$ cat config.mk
export PLATFORM = sky130hd
export DESIGN_NAME = axis_reg_pipe
export DESIGN_NICKNAME = d
export VERILOG_FILES = /design/src/rtl/axis_pipe_pkg.sv /design/src/rtl/axis_reg_stage.sv /design/src/rtl/axis_reg_pipe.sv
export SDC_FILE = /design/constraint.sdc
export NUM_CORES = 2
export LEC_CHECK = 0
export ABC_AREA = 1
export CORE_UTILIZATION = 36
export CTS_CLUSTER_SIZE = 28
export DETAILED_ROUTE_END_ITERATION = 7
export HOLD_SLACK_MARGIN = 0.06
export PLACE_DENSITY = 0.6
export SYNTH_ARGS = -nofsm -noshare
export SYNTH_HDL_FRONTEND = slang
export SYNTH_SLANG_ARGS = --single-unit
$ cat constraint.sdc
create_clock -name aclk -period 151 [get_ports aclk]
set_input_delay 30.2 -clock aclk [delete_from_list [all_inputs] [get_ports aclk]]
set_output_delay 30.2 -clock aclk [all_outputs]
set_load 0.05 [all_outputs]
$ cat src/rtl/axis_pipe_pkg.sv
`default_nettype none
// ============================================================================
// Module  : axis_pipe_pkg
// Brief   : Shared mode encoding and sizing helpers for the AXI4-Stream
//           register pipeline.
// Revision: 1.0 - initial release
// ============================================================================
package axis_pipe_pkg;

  typedef enum logic [1:0] {
    MODE_BYPASS = 2'd0,
    MODE_FWD    = 2'd1,
    MODE_FULL   = 2'd2
  } axis_pipe_mode_t;

  localparam int MAX_STAGES = 8;

  // Width needed to count up to two entries per stage.
  function automatic int occ_width(input int stages);
    return $clog2(2 * stages + 1);
  endfunction

endpackage
`default_nettype wire

$ cat src/rtl/axis_reg_stage.sv
`default_nettype none
// ============================================================================
// Module  : axis_reg_stage
// Brief   : One AXI4-Stream register stage, either a two-entry skid buffer
//           or a forward-only register, reporting its entry count.
// Revision: 1.0 - initial release
// ============================================================================
module axis_reg_stage
  import axis_pipe_pkg::*;
#(
  parameter int              PAYLOAD_WIDTH = 577,
  parameter axis_pipe_mode_t MODE          = MODE_FULL
) (
  input  logic                     aclk,
  input  logic                     aresetn,
  input  logic                     i_s_valid,
  output logic                     o_s_ready,
  input  logic [PAYLOAD_WIDTH-1:0] i_s_payload,
  output logic                     o_m_valid,
  input  logic                     i_m_ready,
  output logic [PAYLOAD_WIDTH-1:0] o_m_payload,
  output logic [1:0]               o_count
);

  if (MODE == MODE_FULL) begin : g_full
    logic                     r_main_valid;
    logic                     r_skid_valid;
    logic                     r_ready;
    logic [PAYLOAD_WIDTH-1:0] r_main;
    logic [PAYLOAD_WIDTH-1:0] r_skid;
    logic                     w_push;
    logic                     w_pop;
    logic                     w_load_main;

    assign w_push      = i_s_valid & r_ready;
    assign w_pop       = r_main_valid & i_m_ready;
    assign w_load_main = ~r_main_valid | w_pop;

    // Ready is a flop, so the skid entry absorbs the beat accepted while
    // the downstream stall is still propagating back.
    always_ff @(posedge aclk or negedge aresetn) begin
      if (!aresetn) begin
        r_main_valid <= 1'b0;
        r_skid_valid <= 1'b0;
        r_ready      <= 1'b0;
      end else if (w_load_main) begin
        r_main_valid <= r_skid_valid | w_push;
        r_skid_valid <= 1'b0;
        r_ready      <= 1'b1;
      end else if (w_push) begin
        r_skid_valid <= 1'b1;
        r_ready      <= 1'b0;
      end
    end

    always_ff @(posedge aclk) begin
      if (w_load_main) begin
        r_main <= r_skid_valid ? r_skid : i_s_payload;
      end
      if (!w_load_main && w_push) begin
        r_skid <= i_s_payload;
      end
    end

    assign o_s_ready   = r_ready;
    assign o_m_valid   = r_main_valid;
    assign o_m_payload = r_main;
    assign o_count     = {r_main_valid & r_skid_valid, r_main_valid ^ r_skid_valid};
  end else begin : g_fwd
    logic                     r_valid;
    logic                     r_live;
    logic [PAYLOAD_WIDTH-1:0] r_data;
    logic                     w_ready;

    // r_live holds ready low until the first edge after reset release.
    assign w_ready = r_live & (~r_valid | i_m_ready);

    always_ff @(posedge aclk or negedge aresetn) begin
      if (!aresetn) begin
        r_valid <= 1'b0;
        r_live  <= 1'b0;
      end else begin
        r_live <= 1'b1;
        if (w_ready) begin
          r_valid <= i_s_valid;
        end
      end
    end

    always_ff @(posedge aclk) begin
      if (w_ready && i_s_valid) begin
        r_data <= i_s_payload;
      end
    end

    assign o_s_ready   = w_ready;
    assign o_m_valid   = r_valid;
    assign o_m_payload = r_data;
    assign o_count     = {1'b0, r_valid};
  end

endmodule
`default_nettype wire

$ cat src/rtl/axis_reg_pipe.sv
`default_nettype none
// ============================================================================
// Module  : axis_reg_pipe
// Brief   : Chain of STAGES AXI4-Stream register stages (skid, forward or
//           bypass) carrying tdata/tkeep/tlast, with a live beat count.
// Revision: 1.0 - initial release
// ============================================================================
module axis_reg_pipe
  import axis_pipe_pkg::*;
#(
  parameter int              DATA_WIDTH = 512,
  parameter int              KEEP_WIDTH = DATA_WIDTH / 8,
  parameter int              STAGES     = 2,
  parameter axis_pipe_mode_t MODE       = MODE_FULL
) (
  input  logic                              aclk,
  input  logic                              aresetn,
  input  logic                              s_axis_tvalid,
  output logic                              s_axis_tready,
  input  logic [DATA_WIDTH-1:0]             s_axis_tdata,
  input  logic [KEEP_WIDTH-1:0]             s_axis_tkeep,
  input  logic                              s_axis_tlast,
  output logic                              m_axis_tvalid,
  input  logic                              m_axis_tready,
  output logic [DATA_WIDTH-1:0]             m_axis_tdata,
  output logic [KEEP_WIDTH-1:0]             m_axis_tkeep,
  output logic                              m_axis_tlast,
  output logic [occ_width(STAGES)-1:0]      occupancy
);

  localparam int c_PW = DATA_WIDTH + KEEP_WIDTH + 1;
  localparam int c_OW = occ_width(STAGES);

  if (MODE == MODE_BYPASS) begin : g_bypass
    assign m_axis_tvalid = s_axis_tvalid;
    assign s_axis_tready = m_axis_tready;
    assign m_axis_tdata  = s_axis_tdata;
    assign m_axis_tkeep  = s_axis_tkeep;
    assign m_axis_tlast  = s_axis_tlast;
    assign occupancy     = '0;
  end else begin : g_pipe
    // Each block owns its own link signals so the forward-mode ready chain
    // stays a plain combinational path rather than a self-referencing array.
    for (genvar i = 0; i < STAGES; i++) begin : g_stage
      logic            w_s_valid;
      logic            w_s_ready;
      logic [c_PW-1:0] w_s_pay;
      logic            w_m_valid;
      logic            w_m_ready;
      logic [c_PW-1:0] w_m_pay;
      logic [1:0]      w_cnt;
      logic [c_OW-1:0] w_sum;

      if (i == 0) begin : g_head
        assign w_s_valid = s_axis_tvalid;
        assign w_s_pay   = {s_axis_tlast, s_axis_tkeep, s_axis_tdata};
        assign w_sum     = c_OW'(w_cnt);
      end else begin : g_link
        assign w_s_valid = g_stage[i-1].w_m_valid;
        assign w_s_pay   = g_stage[i-1].w_m_pay;
        assign w_sum     = g_stage[i-1].w_sum + c_OW'(w_cnt);
      end

      if (i == STAGES - 1) begin : g_tail
        assign w_m_ready = m_axis_tready;
      end else begin : g_back
        assign w_m_ready = g_stage[i+1].w_s_ready;
      end

      axis_reg_stage #(
        .PAYLOAD_WIDTH (c_PW),
        .MODE          (MODE)
      ) u_stage (
        .aclk        (aclk),
        .aresetn     (aresetn),
        .i_s_valid   (w_s_valid),
        .o_s_ready   (w_s_ready),
        .i_s_payload (w_s_pay),
        .o_m_valid   (w_m_valid),
        .i_m_ready   (w_m_ready),
        .o_m_payload (w_m_pay),
        .o_count     (w_cnt)
      );
    end

    assign s_axis_tready = g_stage[0].w_s_ready;
    assign m_axis_tvalid = g_stage[STAGES-1].w_m_valid;
    assign {m_axis_tlast, m_axis_tkeep, m_axis_tdata} = g_stage[STAGES-1].w_m_pay;
    assign occupancy     = g_stage[STAGES-1].w_sum;
  end

endmodule
`default_nettype wire

==> impl_metrics.py <==
metrics = {
    "status": {
        "outcome": "finished, final reports clean",
    },
    "power_and_ir_drop": {
        "share_of_power_burned_in_combinational_logic": 0.247,
        "cellPowerDensity_mw_per_mm2": 18.5,
        "clockPowerShare": 0.281,
        "report.power.total_mw": 1.96,
        "power.static_leakage_nw": 40.9,
        "worst_ir_drop_vdd_mv": 0.0111,
        "net-switching-power_mw": 0.651,
        "pwr-share-seq": 0.472,
        "intPower_mw": 1.31,
        "p_sw_frac": 0.333,
    },
    "logic_synthesis": {
        "most_frequent_cell_after_synthesis": "sky130_fd_sc_hd__nand2_1",
        "synth.ff_latch_count": 2314,
        "ys.flop_type": "sky130_fd_sc_hd__edfxtp_1",
        "synth-edff-count": 2308,
        "synth.top_cells.by_count": "sky130_fd_sc_hd__nand2_1 (3,467), sky130_fd_sc_hd__edfxtp_1 (2,308), sky130_fd_sc_hd__buf_2 (192), sky130_fd_sc_hd__buf_4 (36), sky130_fd_sc_hd__clkbuf_1 (23)",
        "synth_top_area_frac": 0.826,
        "synth-seq-area-share": 0.828,
        "avgSynthCellArea_um2": 13.9,
        "synth_nets": 6641,
        "post-synth-top-area-cell": "sky130_fd_sc_hd__edfxtp_1",
        "synth_top_cells_by_area": "sky130_fd_sc_hd__edfxtp_1 (83%), sky130_fd_sc_hd__nand2_1 (16%), sky130_fd_sc_hd__buf_2 (1.1%), sky130_fd_sc_hd__buf_4 (0.32%), sky130_fd_sc_hd__dfrtp_1 (0.18%)",
        "netlist_instances": 6056,
        "yosysWarningCount": 0,
        "async_flop_share": 0.00259,
        "synth_cell_types": 15,
        "cell_area_synth_mm2": 0.0839,
    },
    "placement": {
        "post-place-cells": 10000,
        "detailed_place_hpwl_mm": 145,
        "gpl.final_weighted_congestion": 0.876,
        "port_buffers": 1162,
    },
    "critical_path": {
        "timing.critical_path.mode_cell": "sky130_fd_sc_hd__buf_4",
        "critPathMaxFanout": 64,
        "critical_path_buf_inv_count": 7,
        "critical_path_class": "in -> reg",
        "cp-end-kind": "flip-flop",
        "critPathArrivalTime_ns": 36.04,
        "worstPathRequired_ns": 151.45,
        "cpMaxStageDelayCell": "sky130_fd_sc_hd__buf_4",
        "setup.worst_path.start_class": "primary input",
        "crit_path_cell_trace": "clkdlybuf4s50_1 > inv_1 > nand2_4 > nor2_4 > buf_4 > buf_4 > buf_4 > buf_4 > buf_4",
        "crit_path_max_incr_delay_ns": 0.86,
        "path_delay_family": "buffers and inverters",
    },
    "finish": {
        "num-nets-final": 7836,
        "drive_above_1_share": 0.0516,
        "layoutNonFillerInstCount": 10500,
        "syn_to_final_growth_pct": 26.2,
        "fillers": 20400,
    },
    "hold_path": {
        "classification_of_the_worst_slack_hold_path": "reg -> reg",
    },
    "floorplanning": {
        "initial_utilization": 0.364,
        "row_count": 176,
        "die_footprint_mm2": 0.235,
        "placeableCoreArea_mm2": 0.231,
        "die_y_um": 485,
        "die-width_um": 485,
        "io_pins": 1163,
    },
    "global_routing": {
        "via_count_of_the_first_global_routing_pass": 47900,
        "grt_max_degree": 190,
        "grt_overflow_total": 0,
        "globalRouteMet2Util": 0.298,
        "grt_pass1_wl_mm": 323,
        "gr-usage-met3": 0.0581,
        "antenna_found_initial": 76,
        "gr_busiest_metal": "met2",
        "grt_use_met1": 0.236,
        "grt_usage": 0.186,
    },
    "timing": {
        "rsz0062_at_grt": "false",
        "final.setup.tns_ns": 0,
        "finalCritPeriodShare": 0.236,
        "finalSetupViolations": 0,
        "worst_slew_margin_rel": 0.156,
        "max_clock_freq_mhz": 28.1,
        "tightest_pin_transition_ns": 1.27,
        "final.setup_skew_ns": 0.0705,
        "timing_max_transition_violations_final": 0,
        "post-route-min-period_ns": 35.60,
        "timing.final.hold_violations": 0,
    },
    "clock_tree": {
        "cts_tree": "built",
        "cts_setup_buffers": 0,
        "worst_setup_hold_path_clk_slew_ns": 0.06,
        "maximum_buffer_depth_of_the_clock_tree": 3,
        "clock_tree.root_cell": "sky130_fd_sc_hd__clkbuf_16",
        "cts_sinks": 2314,
        "cts_hold_buf": 0,
        "cts_htree_levels": 4,
        "post_cts_resize_count": 0,
        "clock_latency_ns": 0.88,
        "cts_buffers": 229,
    },
    "detailed_routing": {
        "route.vias.total": 49100,
        "wl_per_cell_um": 21.3,
        "drt_pre_antenna_iters": 5,
        "wirelength_mm": 224,
        "route.detailed.drc": 0,
        "count_of_antenna_violating_nets_left_after_detailed_routing": 0,
        "post_drt_via_cell_ratio": 4.67,
        "drt_iter0_markers": 4053,
    },
    "flow_run": {
        "maxCapViolations": 0,
    },
}
[logic make-up after synthesis]
logic type               synth area share
AND/OR/NAND/NOR                     0.155
AO/OA/AOI/OAI                    0.000179
flip-flops                          0.828
buffers and inverters              0.0162
adder cells (fa/ha/maj)          0.000686
[cell type report]
class / count / area [um^2] / area share
tap: 3026 / 3790 / 0.0357
inverter: 6 / 37.5 / 0.000354
multi-input combinational: 3480 / 13100 / 0.124
clock buffer: 274 / 5900 / 0.0557
antenna: 38 / 95.1 / 0.000898
timing repair buffer: 1220 / 12200 / 0.115
clock inverter: 153 / 1330 / 0.0125
sequential: 2314 / 69500 / 0.656
[per-stage QoR]
step	setup slack [ns]	hold WS, ns	instance area [um^2]	util
floorplan	11.85	0.427	83900	-
global placement	114.69	0.429	98600	0.427
detailed placement	114.57	0.432	98600	0.427
CTS	115.48	0.384	106000	0.459
global route	115.18	0.410	106000	0.459
finish	115.40	0.405	106000	0.459
[sequential cells by signal (all words and copies together), names as in the netlist]
name                                        count
g_pipe.g_stage.u_stage.g_full.r_skid         1154
g_pipe.g_stage.u_stage.o_m_payload           1154
g_pipe.g_stage.u_stage.g_full.r_skid_valid      2
g_pipe.g_stage.u_stage.o_m_valid                2
g_pipe.g_stage.u_stage.o_s_ready                2
[worst register-to-register path, delay by kind of cell, from the launching register on]
kind | cells | cell delay [ns]
simple gates | 2 | 0.92
buf+inv | 5 | 4.27
flops | 1 | 0.52
[power groups by stage]
| stage | registers (mW) | clock network, mW | logic [mW] |
|---|---|---|---|
| 2_1_floorplan | 1.19 | 0 | 0.115 |
| 3_3_place_gp | 0.935 | 0 | 0.488 |
| 5_1_grt | 0.936 | 0.586 | 0.511 |
| 3_5_place_dp | 0.937 | 0 | 0.490 |
| 6_report | 0.924 | 0.550 | 0.485 |
| 4_1_cts | 0.926 | 0.563 | 0.491 |
[cells in the final DEF (no fill, tap or decap), types with 4 or more instances in the layout]
cell,count
sky130_fd_sc_hd__clkbuf_16,229
sky130_fd_sc_hd__diode_2,38
sky130_fd_sc_hd__clkinvlp_4,5
sky130_fd_sc_hd__inv_1,4
sky130_fd_sc_hd__buf_12,8
sky130_fd_sc_hd__bufinv_16,16
sky130_fd_sc_hd__dfrtp_1,4
sky130_fd_sc_hd__clkinv_16,6
sky130_fd_sc_hd__clkbuf_1,45
sky130_fd_sc_hd__clkinv_1,64
sky130_fd_sc_hd__edfxtp_1,2308
sky130_fd_sc_hd__clkinv_2,48
sky130_fd_sc_hd__inv_6,8
sky130_fd_sc_hd__clkdlybuf4s50_1,1162
sky130_fd_sc_hd__nand2_1,3465
sky130_fd_sc_hd__buf_4,50
[metal layers]
metal / share of wire / wire length, um / vias up
li1: - / - / 23000
met1: 0.40 / 88800 / 23800
met2: 0.47 / 106000 / 1907
met3: 0.096 / 21400 / 357
met4: 0.033 / 7430 / 68
met5: 0.0020 / 452 / -
[worst paths after layout]
| path | startpoint | endpoint | slack, ns | cells past startpoint |
|---|---|---|---|---|
| worst max-delay path | m_axis_tready | g_pipe.g_stage[1].u_stage.g_full.r_skid[374] | 115.40 | 9 |
| worst min-delay path | g_pipe.g_stage[0].u_stage.o_m_payload[407] | g_pipe.g_stage[1].u_stage.g_full.r_skid[407] | 0.41 | 0 |
| worst max register to register | g_pipe.g_stage[1].u_stage.o_m_valid | g_pipe.g_stage[1].u_stage.g_full.r_skid[374] | 144.78 | 7 |
| worst min register to register | g_pipe.g_stage[0].u_stage.o_m_payload[407] | g_pipe.g_stage[1].u_stage.g_full.r_skid[407] | 0.41 | 0 |
| max in group asynchronous | aresetn | g_pipe.g_stage[1].u_stage.g_full.r_skid_valid | 120.83 | 1 |
| min in group asynchronous | aresetn | g_pipe.g_stage[1].u_stage.o_m_valid | 29.69 | 1 |
Note: power is estimated with default switching activity, not from simulation.
